## src/rtl/cpu_step_clock_pkg.sv

```systemverilog
// cpu_step_clock_pkg
// Shared types and constants for the single-step processor clock generator.
//   dbState_t    : pushbutton debounce FSM states
//   pulseState_t : cpu_clk pulse FSM states
//   STEP_CNT_W   : width of the step counter
package cpu_step_clock_pkg;

  localparam int STEP_CNT_W = 16;

  typedef enum logic [1:0] {
    DB_IDLE,
    DB_PRESS_WAIT,
    DB_PRESSED,
    DB_RELEASE_WAIT
  } dbState_t;

  typedef enum logic [1:0] {
    PL_LOW,
    PL_HIGH,
    PL_GAP
  } pulseState_t;

endpackage

```

## src/rtl/cpu_step_clock_if.sv

```systemverilog
// cpu_step_clock_if
// Groups the board-side controls and processor-clock outputs.
//   btn_step   : raw pushbutton, 1 = pressed (asynchronous)
//   sw_run     : raw run switch, 1 = free-run (asynchronous)
//   halt       : clk-synchronous step inhibit
//   cpu_clk    : generated processor clock
//   step_count : number of cpu_clk rising edges since reset (saturating)
//   busy       : a pulse (high or minimum low phase) is in progress
// master drives the controls, slave is the clock generator.
interface cpu_step_clock_if;
  import cpu_step_clock_pkg::*;

  logic                  btn_step;
  logic                  sw_run;
  logic                  halt;
  logic                  cpu_clk;
  logic [STEP_CNT_W-1:0] step_count;
  logic                  busy;

  modport master (
    output btn_step, sw_run, halt,
    input  cpu_clk, step_count, busy
  );

  modport slave (
    input  btn_step, sw_run, halt,
    output cpu_clk, step_count, busy
  );
endinterface

```

## src/rtl/cpu_step_clock_btn_debounce.sv

```systemverilog
// btn_debounce
// Two-flop synchronizer plus debounce FSM for one pushbutton. A level is
// accepted only after DEBOUNCE_CYCLES consecutive identical synced samples.
// Ports:
//   clk, rst_n : clock, asynchronous active-low reset
//   btnRaw     : raw asynchronous button input
//   press      : one-cycle pulse on entry into the pressed state
module btn_debounce
  import cpu_step_clock_pkg::*;
#(
  parameter int DEBOUNCE_CYCLES = 1000000
) (
  input  logic clk,
  input  logic rst_n,
  input  logic btnRaw,
  output logic press
);

  localparam int CNT_W = $clog2(DEBOUNCE_CYCLES + 1);
  localparam logic [CNT_W-1:0] CNT_LAST = CNT_W'(DEBOUNCE_CYCLES - 1);

  logic [1:0]       syncP;
  logic             btnSync;
  dbState_t         state, stateNext;
  logic [CNT_W-1:0] cnt, cntNext;
  logic             pressNext;

  assign btnSync = syncP[1];

  always_ff @(posedge clk or negedge rst_n) begin
    if (!rst_n) begin
      syncP <= '0;
      state <= DB_IDLE;
      cnt   <= '0;
      press <= 1'b0;
    end else begin
      syncP <= {syncP[0], btnRaw};
      state <= stateNext;
      cnt   <= cntNext;
      press <= pressNext;
    end
  end

  // The counter tracks consecutive samples of the level being confirmed;
  // any contrary sample drops back and clears it.
  always_comb begin
    stateNext = state;
    cntNext   = cnt;
    pressNext = 1'b0;
    case (state)
      DB_IDLE: begin
        cntNext = '0;
        if (btnSync) stateNext = DB_PRESS_WAIT;
      end
      DB_PRESS_WAIT: begin
        if (!btnSync) begin
          stateNext = DB_IDLE;
          cntNext   = '0;
        end else if (cnt == CNT_LAST) begin
          stateNext = DB_PRESSED;
          cntNext   = '0;
          pressNext = 1'b1;
        end else begin
          cntNext = cnt + 1'b1;
        end
      end
      DB_PRESSED: begin
        cntNext = '0;
        if (!btnSync) stateNext = DB_RELEASE_WAIT;
      end
      DB_RELEASE_WAIT: begin
        if (btnSync) begin
          stateNext = DB_PRESSED;
          cntNext   = '0;
        end else if (cnt == CNT_LAST) begin
          stateNext = DB_IDLE;
          cntNext   = '0;
        end else begin
          cntNext = cnt + 1'b1;
        end
      end
      default: begin
        stateNext = DB_IDLE;
        cntNext   = '0;
      end
    endcase
  end

endmodule

```

## src/rtl/cpu_step_clock.sv

```systemverilog
// cpu_step_clock
// Generates a processor clock one pulse at a time from a debounced
// pushbutton, or periodically in free-run mode.
// Optional feature: define STEP_CLOCK_AUTORUN_EN to enable sw_run free-run
// mode with a RUN_DIV step interval; otherwise sw_run is ignored.
// Ports:
//   clk, rst_n : board clock, asynchronous active-low reset
//   io         : cpu_step_clock_if.slave (btn_step, sw_run, halt in;
//                cpu_clk, step_count, busy out)
module cpu_step_clock
  import cpu_step_clock_pkg::*;
#(
  parameter int DEBOUNCE_CYCLES = 1000000,
  parameter int PULSE_CYCLES    = 4,
  parameter int RUN_DIV         = 25000000
) (
  input  logic               clk,
  input  logic               rst_n,
  cpu_step_clock_if.slave    io
);

  localparam int PCNT_W = $clog2(PULSE_CYCLES + 1);
  localparam logic [PCNT_W-1:0] PCNT_LAST = PCNT_W'(PULSE_CYCLES - 1);

  function automatic logic [STEP_CNT_W-1:0] satInc(input logic [STEP_CNT_W-1:0] v);
    return (v == '1) ? v : v + 1'b1;
  endfunction

  logic btnPress;
  logic stepReq;

  btn_debounce #(
    .DEBOUNCE_CYCLES(DEBOUNCE_CYCLES)
  ) uBtnDebounce (
    .clk    (clk),
    .rst_n  (rst_n),
    .btnRaw (io.btn_step),
    .press  (btnPress)
  );

`ifdef STEP_CLOCK_AUTORUN_EN
  localparam int RCNT_W = $clog2(RUN_DIV + 1);
  localparam logic [RCNT_W-1:0] RCNT_LAST = RCNT_W'(RUN_DIV - 1);

  logic [1:0]        runSyncP;
  logic              runSync;
  logic [RCNT_W-1:0] runCnt;
  logic              runTick;

  assign runSync = runSyncP[1];
  assign runTick = runSync && (runCnt == RCNT_LAST);

  always_ff @(posedge clk or negedge rst_n) begin
    if (!rst_n) begin
      runSyncP <= '0;
      runCnt   <= '0;
    end else begin
      runSyncP <= {runSyncP[0], io.sw_run};
      if (!runSync || runTick) runCnt <= '0;
      else                     runCnt <= runCnt + 1'b1;
    end
  end

  // The button is ignored entirely while free-running.
  assign stepReq = runSync ? runTick : btnPress;
`else
  logic unusedSwRun;
  assign unusedSwRun = io.sw_run;
  assign stepReq     = btnPress;
`endif

  pulseState_t           pulse, pulseNext;
  logic [PCNT_W-1:0]     pcnt, pcntNext;
  logic [STEP_CNT_W-1:0] stepCount, stepCountNext;
  logic                  cpuClkQ, busyQ;

  // Pulse state, phase counter and the registered outputs
  always_ff @(posedge clk or negedge rst_n) begin
    if (!rst_n) begin
      pulse     <= PL_LOW;
      pcnt      <= '0;
      stepCount <= '0;
      cpuClkQ   <= 1'b0;
      busyQ     <= 1'b0;
    end else begin
      pulse     <= pulseNext;
      pcnt      <= pcntNext;
      stepCount <= stepCountNext;
      cpuClkQ   <= (pulseNext == PL_HIGH);
      busyQ     <= (pulseNext != PL_LOW);
    end
  end

  // Requests are only looked at in LOW; anything arriving during HIGH/GAP is
  // dropped, and halt cannot cut short a pulse already started.
  always_comb begin
    pulseNext     = pulse;
    pcntNext      = pcnt;
    stepCountNext = stepCount;
    case (pulse)
      PL_LOW: begin
        pcntNext = '0;
        if (stepReq && !io.halt) begin
          pulseNext     = PL_HIGH;
          stepCountNext = satInc(stepCount);
        end
      end
      PL_HIGH: begin
        if (pcnt == PCNT_LAST) begin
          pulseNext = PL_GAP;
          pcntNext  = '0;
        end else begin
          pcntNext = pcnt + 1'b1;
        end
      end
      PL_GAP: begin
        if (pcnt == PCNT_LAST) begin
          pulseNext = PL_LOW;
          pcntNext  = '0;
        end else begin
          pcntNext = pcnt + 1'b1;
        end
      end
      default: begin
        pulseNext = PL_LOW;
        pcntNext  = '0;
      end
    endcase
  end

  assign io.cpu_clk    = cpuClkQ;
  assign io.busy       = busyQ;
  assign io.step_count = stepCount;

endmodule

```

## src/flat_wrapper.sv

```systemverilog
// flat-port wrapper written by rule: the top's interface ports become plain ports
module cpu_step_clock_flat import cpu_step_clock_pkg::*;
#(
  parameter int DEBOUNCE_CYCLES = 1000000,
  parameter int PULSE_CYCLES    = 4,
  parameter int RUN_DIV         = 25000000
)
  (clk, rst_n, io_btn_step, io_sw_run, io_halt, io_cpu_clk, io_step_count, io_busy);
  cpu_step_clock_if io_i ();
  input  logic clk;
  input  logic rst_n;
  input wire logic [$bits(io_i.btn_step)-1:0] io_btn_step;
  input wire logic [$bits(io_i.sw_run)-1:0] io_sw_run;
  input wire logic [$bits(io_i.halt)-1:0] io_halt;
  output wire logic [$bits(io_i.cpu_clk)-1:0] io_cpu_clk;
  output wire logic [$bits(io_i.step_count)-1:0] io_step_count;
  output wire logic [$bits(io_i.busy)-1:0] io_busy;
  assign io_i.btn_step = io_btn_step;
  assign io_i.sw_run = io_sw_run;
  assign io_i.halt = io_halt;
  assign io_cpu_clk = io_i.cpu_clk;
  assign io_step_count = io_i.step_count;
  assign io_busy = io_i.busy;
  cpu_step_clock #(.DEBOUNCE_CYCLES(DEBOUNCE_CYCLES), .PULSE_CYCLES(PULSE_CYCLES), .RUN_DIV(RUN_DIV)) u_core (.clk(clk), .rst_n(rst_n), .io(io_i));
endmodule
```

## config.mk

```make
export PLATFORM = sky130hd
export DESIGN_NAME = cpu_step_clock_flat
export DESIGN_NICKNAME = d
export VERILOG_FILES = /design/src/rtl/cpu_step_clock_pkg.sv /design/src/rtl/cpu_step_clock_if.sv /design/src/rtl/cpu_step_clock_btn_debounce.sv /design/src/rtl/cpu_step_clock.sv /design/src/flat_wrapper.sv
export SDC_FILE = /design/constraint.sdc
export NUM_CORES = 1
export LEC_CHECK = 0
export BUFFER_PORTS_ARGS = -buffer_cell sky130_fd_sc_hd__buf_2
export CAP_MARGIN = 10
export CORE_ASPECT_RATIO = 0.7
export CORE_UTILIZATION = 50
export DETAILED_ROUTE_END_ITERATION = 12
export GPL_ROUTABILITY_DRIVEN = 1
export HOLD_SLACK_MARGIN = 0.05
export MAX_ROUTING_LAYER = met4
export PLACE_DENSITY = 0.74
export SKIP_CTS_REPAIR_TIMING = 1
export SLEW_MARGIN = 20
export SYNTH_ARGS = -nofsm -noshare
export SYNTH_HDL_FRONTEND = slang
export SYNTH_SLANG_ARGS = --single-unit
export TNS_END_PERCENT = 1
```

## constraint.sdc

```tcl
create_clock -name clk -period 2.6 [get_ports clk]
set_input_delay 0.39 -clock clk [delete_from_list [all_inputs] [get_ports clk]]
set_output_delay 0.39 -clock clk [all_outputs]
set_load 0.02 [all_outputs]
```

==> impl_results.md <==
* Gpl congestion at 0.813
* First-pass GRT wire length at 7420 µm
* Failing checks: design-rule violations
* Min-delay worst type: input port to async pin
* Clock tree buffer depth at 2
* Drt pass-1 iters at 8
* Final ANT Viol Nets at 0
* Max Clock Skew at between 0.005 and 0.006 ns
* Yosys warns at 0
* Die area at 0.00510 mm²
* Clock sinks at 48
* Core ar. at roughly 0.0045 mm²
* Drt drc at 1
* Peak supply drop at 0.486 mV
* Vias at 1664
* TNS Setup at 0 ns
* Layout cells sized above 1 at approximately 18%
* # setup viols final at 0
* Clock Pin Slew Worst Setup and Hold Paths at 0.09 ns
* Routed vias/inst at 5.53
* Worst-Margin Slew at 0.629 ns
* Power Dens Cells at slightly below 500 mW/mm²
* Post-Place Cell Area at 0.00256 mm²
* Synthesis-stage register bit count at 48
* CP startpoint kind: flop
* Top FF cell, synth: dfrtp_1
* CTS buffer count at 5
* Count of input and output buffers at 21
* Largest net degree at the start of global routing at 28
* Place WS at 0.591 ns
* Tcrit/Tclk final at 77.2%
* Synth Instances at 220
* GRT Total Usage at about a fifth
* Status: finished with violations
* Die Ht at 60.0 µm
* Crit path kind: flop to flop
* Row cnt at 20
* CTS HTree Levels at 2
* Leak at 1.24 nW
* Post-Syn Area at 0.00241 mm²
* Mean area per synthesized cell at between 10 and 15 µm²
* Per-cell routed wire length at between 10 and 15 µm
* Commonest non-fill, non-tap cell in the layout: dfrtp_1
* Max-Cap Viols at 0
* Critical Path RT at 2.77 ns
* Share of async-settable or async-resettable flops after synthesis at 100%
* Dpl hpwl at around 3100 µm
* Total wire length at 4320 µm
* CTS root buf: clkbuf_8
* CP Capture Type: flop
* Post-synthesis sequential area ratio at 49.9%
* Slew Limit Fails at 0
* RSZ-0062 raised after global routing: false
* Grt ovf at 0
* Number of synthesized flops with an enable pin at 0
* Layout fillers at 380
* Normalized max-slew margin at roughly 58%
* Most frequent cells in the layout: dfrtp_1 (48), nor2_1 (28), buf_2 (21)
* IO Count at 23
* Starting density of the core at 53.7%
* CTS tree: yes
* Area growth syn-to-layout at 10.9%
* Fin util at 59.6%
* Post-Syn Nets at between 200 and 250
* Die Wd at about 85 µm
* Skew-Pair Late Insertion Delay at 0.30 ns
* Post-synthesis cell type count at 44
* Critical path arrival at 2.17 ns
* Number of global-route vias before repair at ~1.5k
* Highest clock rate at 498 MHz
* Inserted Diodes at 0
* Final worst slack at 0.593 ns
* Post-layout min period at 2.01 ns
* Initial antenna violation count at 0
* Fin area at ~0.0027 mm²
* Nets at 257
* Final hold viol count at 0
* Worst-path maximum fanout at 20
* DR iter-0 viols at 130
==> synthesized netlist by cell type (2+ instances only) <==
cell type  count  area (µm²)
nand4b_1       3        26.3
nor3_1        11        55.1
and3_1         2        12.5
nand3_1       13        65.1
ha_1           7        87.6
nor4_4         2        42.5
a21oi_1        5        25.0
xor2_1        15         131
nand4_1        8        50.1
nand2_1       11        41.3
and3b_1        2        17.5
dfrtp_1       48        1200
nand3_2        2        20.0
o21ai_0        2        10.0
nor3b_1        2        15.0
and2_1         2        12.5
nand2b_1       3        18.8
nor4_2         3        37.5
nor2_1        28         105
nor4_1         5        31.3
o21bai_1       2        15.0
inv_1          6        22.5
xnor2_1       16         140
buf_2          2        10.0
==> sequential cells by signal (all words and copies together) (netlist names), 2 cells and up, named ones only <==
| name | count |
|---|---|
| u_core.pulse | 2 |
| u_core.io.step_count | 16 |
| u_core.pcnt | 3 |
| u_core.uBtnDebounce.cnt | 20 |
| u_core.uBtnDebounce.syncP | 2 |
==> where the power goes <==
part / switching (mW) / leakage [nW] / total, mW / internal [mW]
Clock: 0.253 / 0.0552 / 0.539 / 0.286
Combinational: 0.0211 / 0.525 / 0.0274 / 0.00633
Sequential: 0.00294 / 0.663 / 0.753 / 0.750
==> stage by stage <==
step	total power [mW]	std cells	hold WS, ns
2_1_floorplan	0.776	220	0.0944
3_3_place_gp	0.796	293	0.333
3_5_place_dp	0.797	293	0.338
4_1_cts	1.33	301	0.0517
5_1_grt	1.37	301	0.0683
6_report	1.32	301	0.0328
==> routing by layer <==
layer / up-vias / global-route usage, % / part of all wire [%]
li1: 822 / - / -
met1: 813 / 29.2 / 55
met2: 24 / 26.6 / 40
met3: 5 / 5.80 / 3.4
met4: 0 / 5.81 / 1.1
met5: - / - / 0
==> kinds of logic after synthesis <==
group,Yosys count,synth area share (%)
AOI/OAI and AO/OA,13,3.48
muxes,2,0.936
DFF,48,49.9
buffers and inverters,10,2.03
and+or+nand+nor,109,28.7
xor gates and xnor gates,31,11.3
adders and majority gates,7,3.64
==> layout make-up <==
cell class | instances | area (µm²) | share of cell area (%)
flip-flops and latches | 48 | 1200 | 45.0
multi-input cells | 162 | 1160 | 43.3
repair buffers | 22 | 113 | 4.22
clock buffers | 6 | 72.6 | 2.72
well taps | 55 | 68.8 | 2.58
clock inverters | 2 | 35.0 | 1.31
inverters | 6 | 22.5 | 0.844
==> final timing paths <==
| kind | cells after the start | endpoint | slack, ns | startpoint |
|---|---|---|---|---|
| worst min-delay path | 1 | u_core.io.step_count[13] | 0.03 | rst_n |
| worst max-delay path | 5 | u_core.uBtnDebounce.cnt[3] | 0.59 | u_core.uBtnDebounce.cnt[0] |
| min in group clk | 1 | u_core.uBtnDebounce.syncP[0] | 0.19 | io_btn_step |
| worst max register to register | 5 | u_core.uBtnDebounce.cnt[3] | 0.59 | u_core.uBtnDebounce.cnt[0] |
| max in group asynchronous | 2 | u_core.uBtnDebounce.cnt[0] | 1.86 | rst_n |
| worst min register to register | 0 | u_core.uBtnDebounce.syncP[1] | 0.35 | u_core.uBtnDebounce.syncP[0] |
==> critical path, stage by stage, from the launching register on <==
cell and delay (ns):
dfrtp_1 0.41, ha_1 0.28, nand3_2 0.16, nor4_4 0.34, a21o_1 0.57, nor2_1 0.12
(Power assumes the default switching activity.)
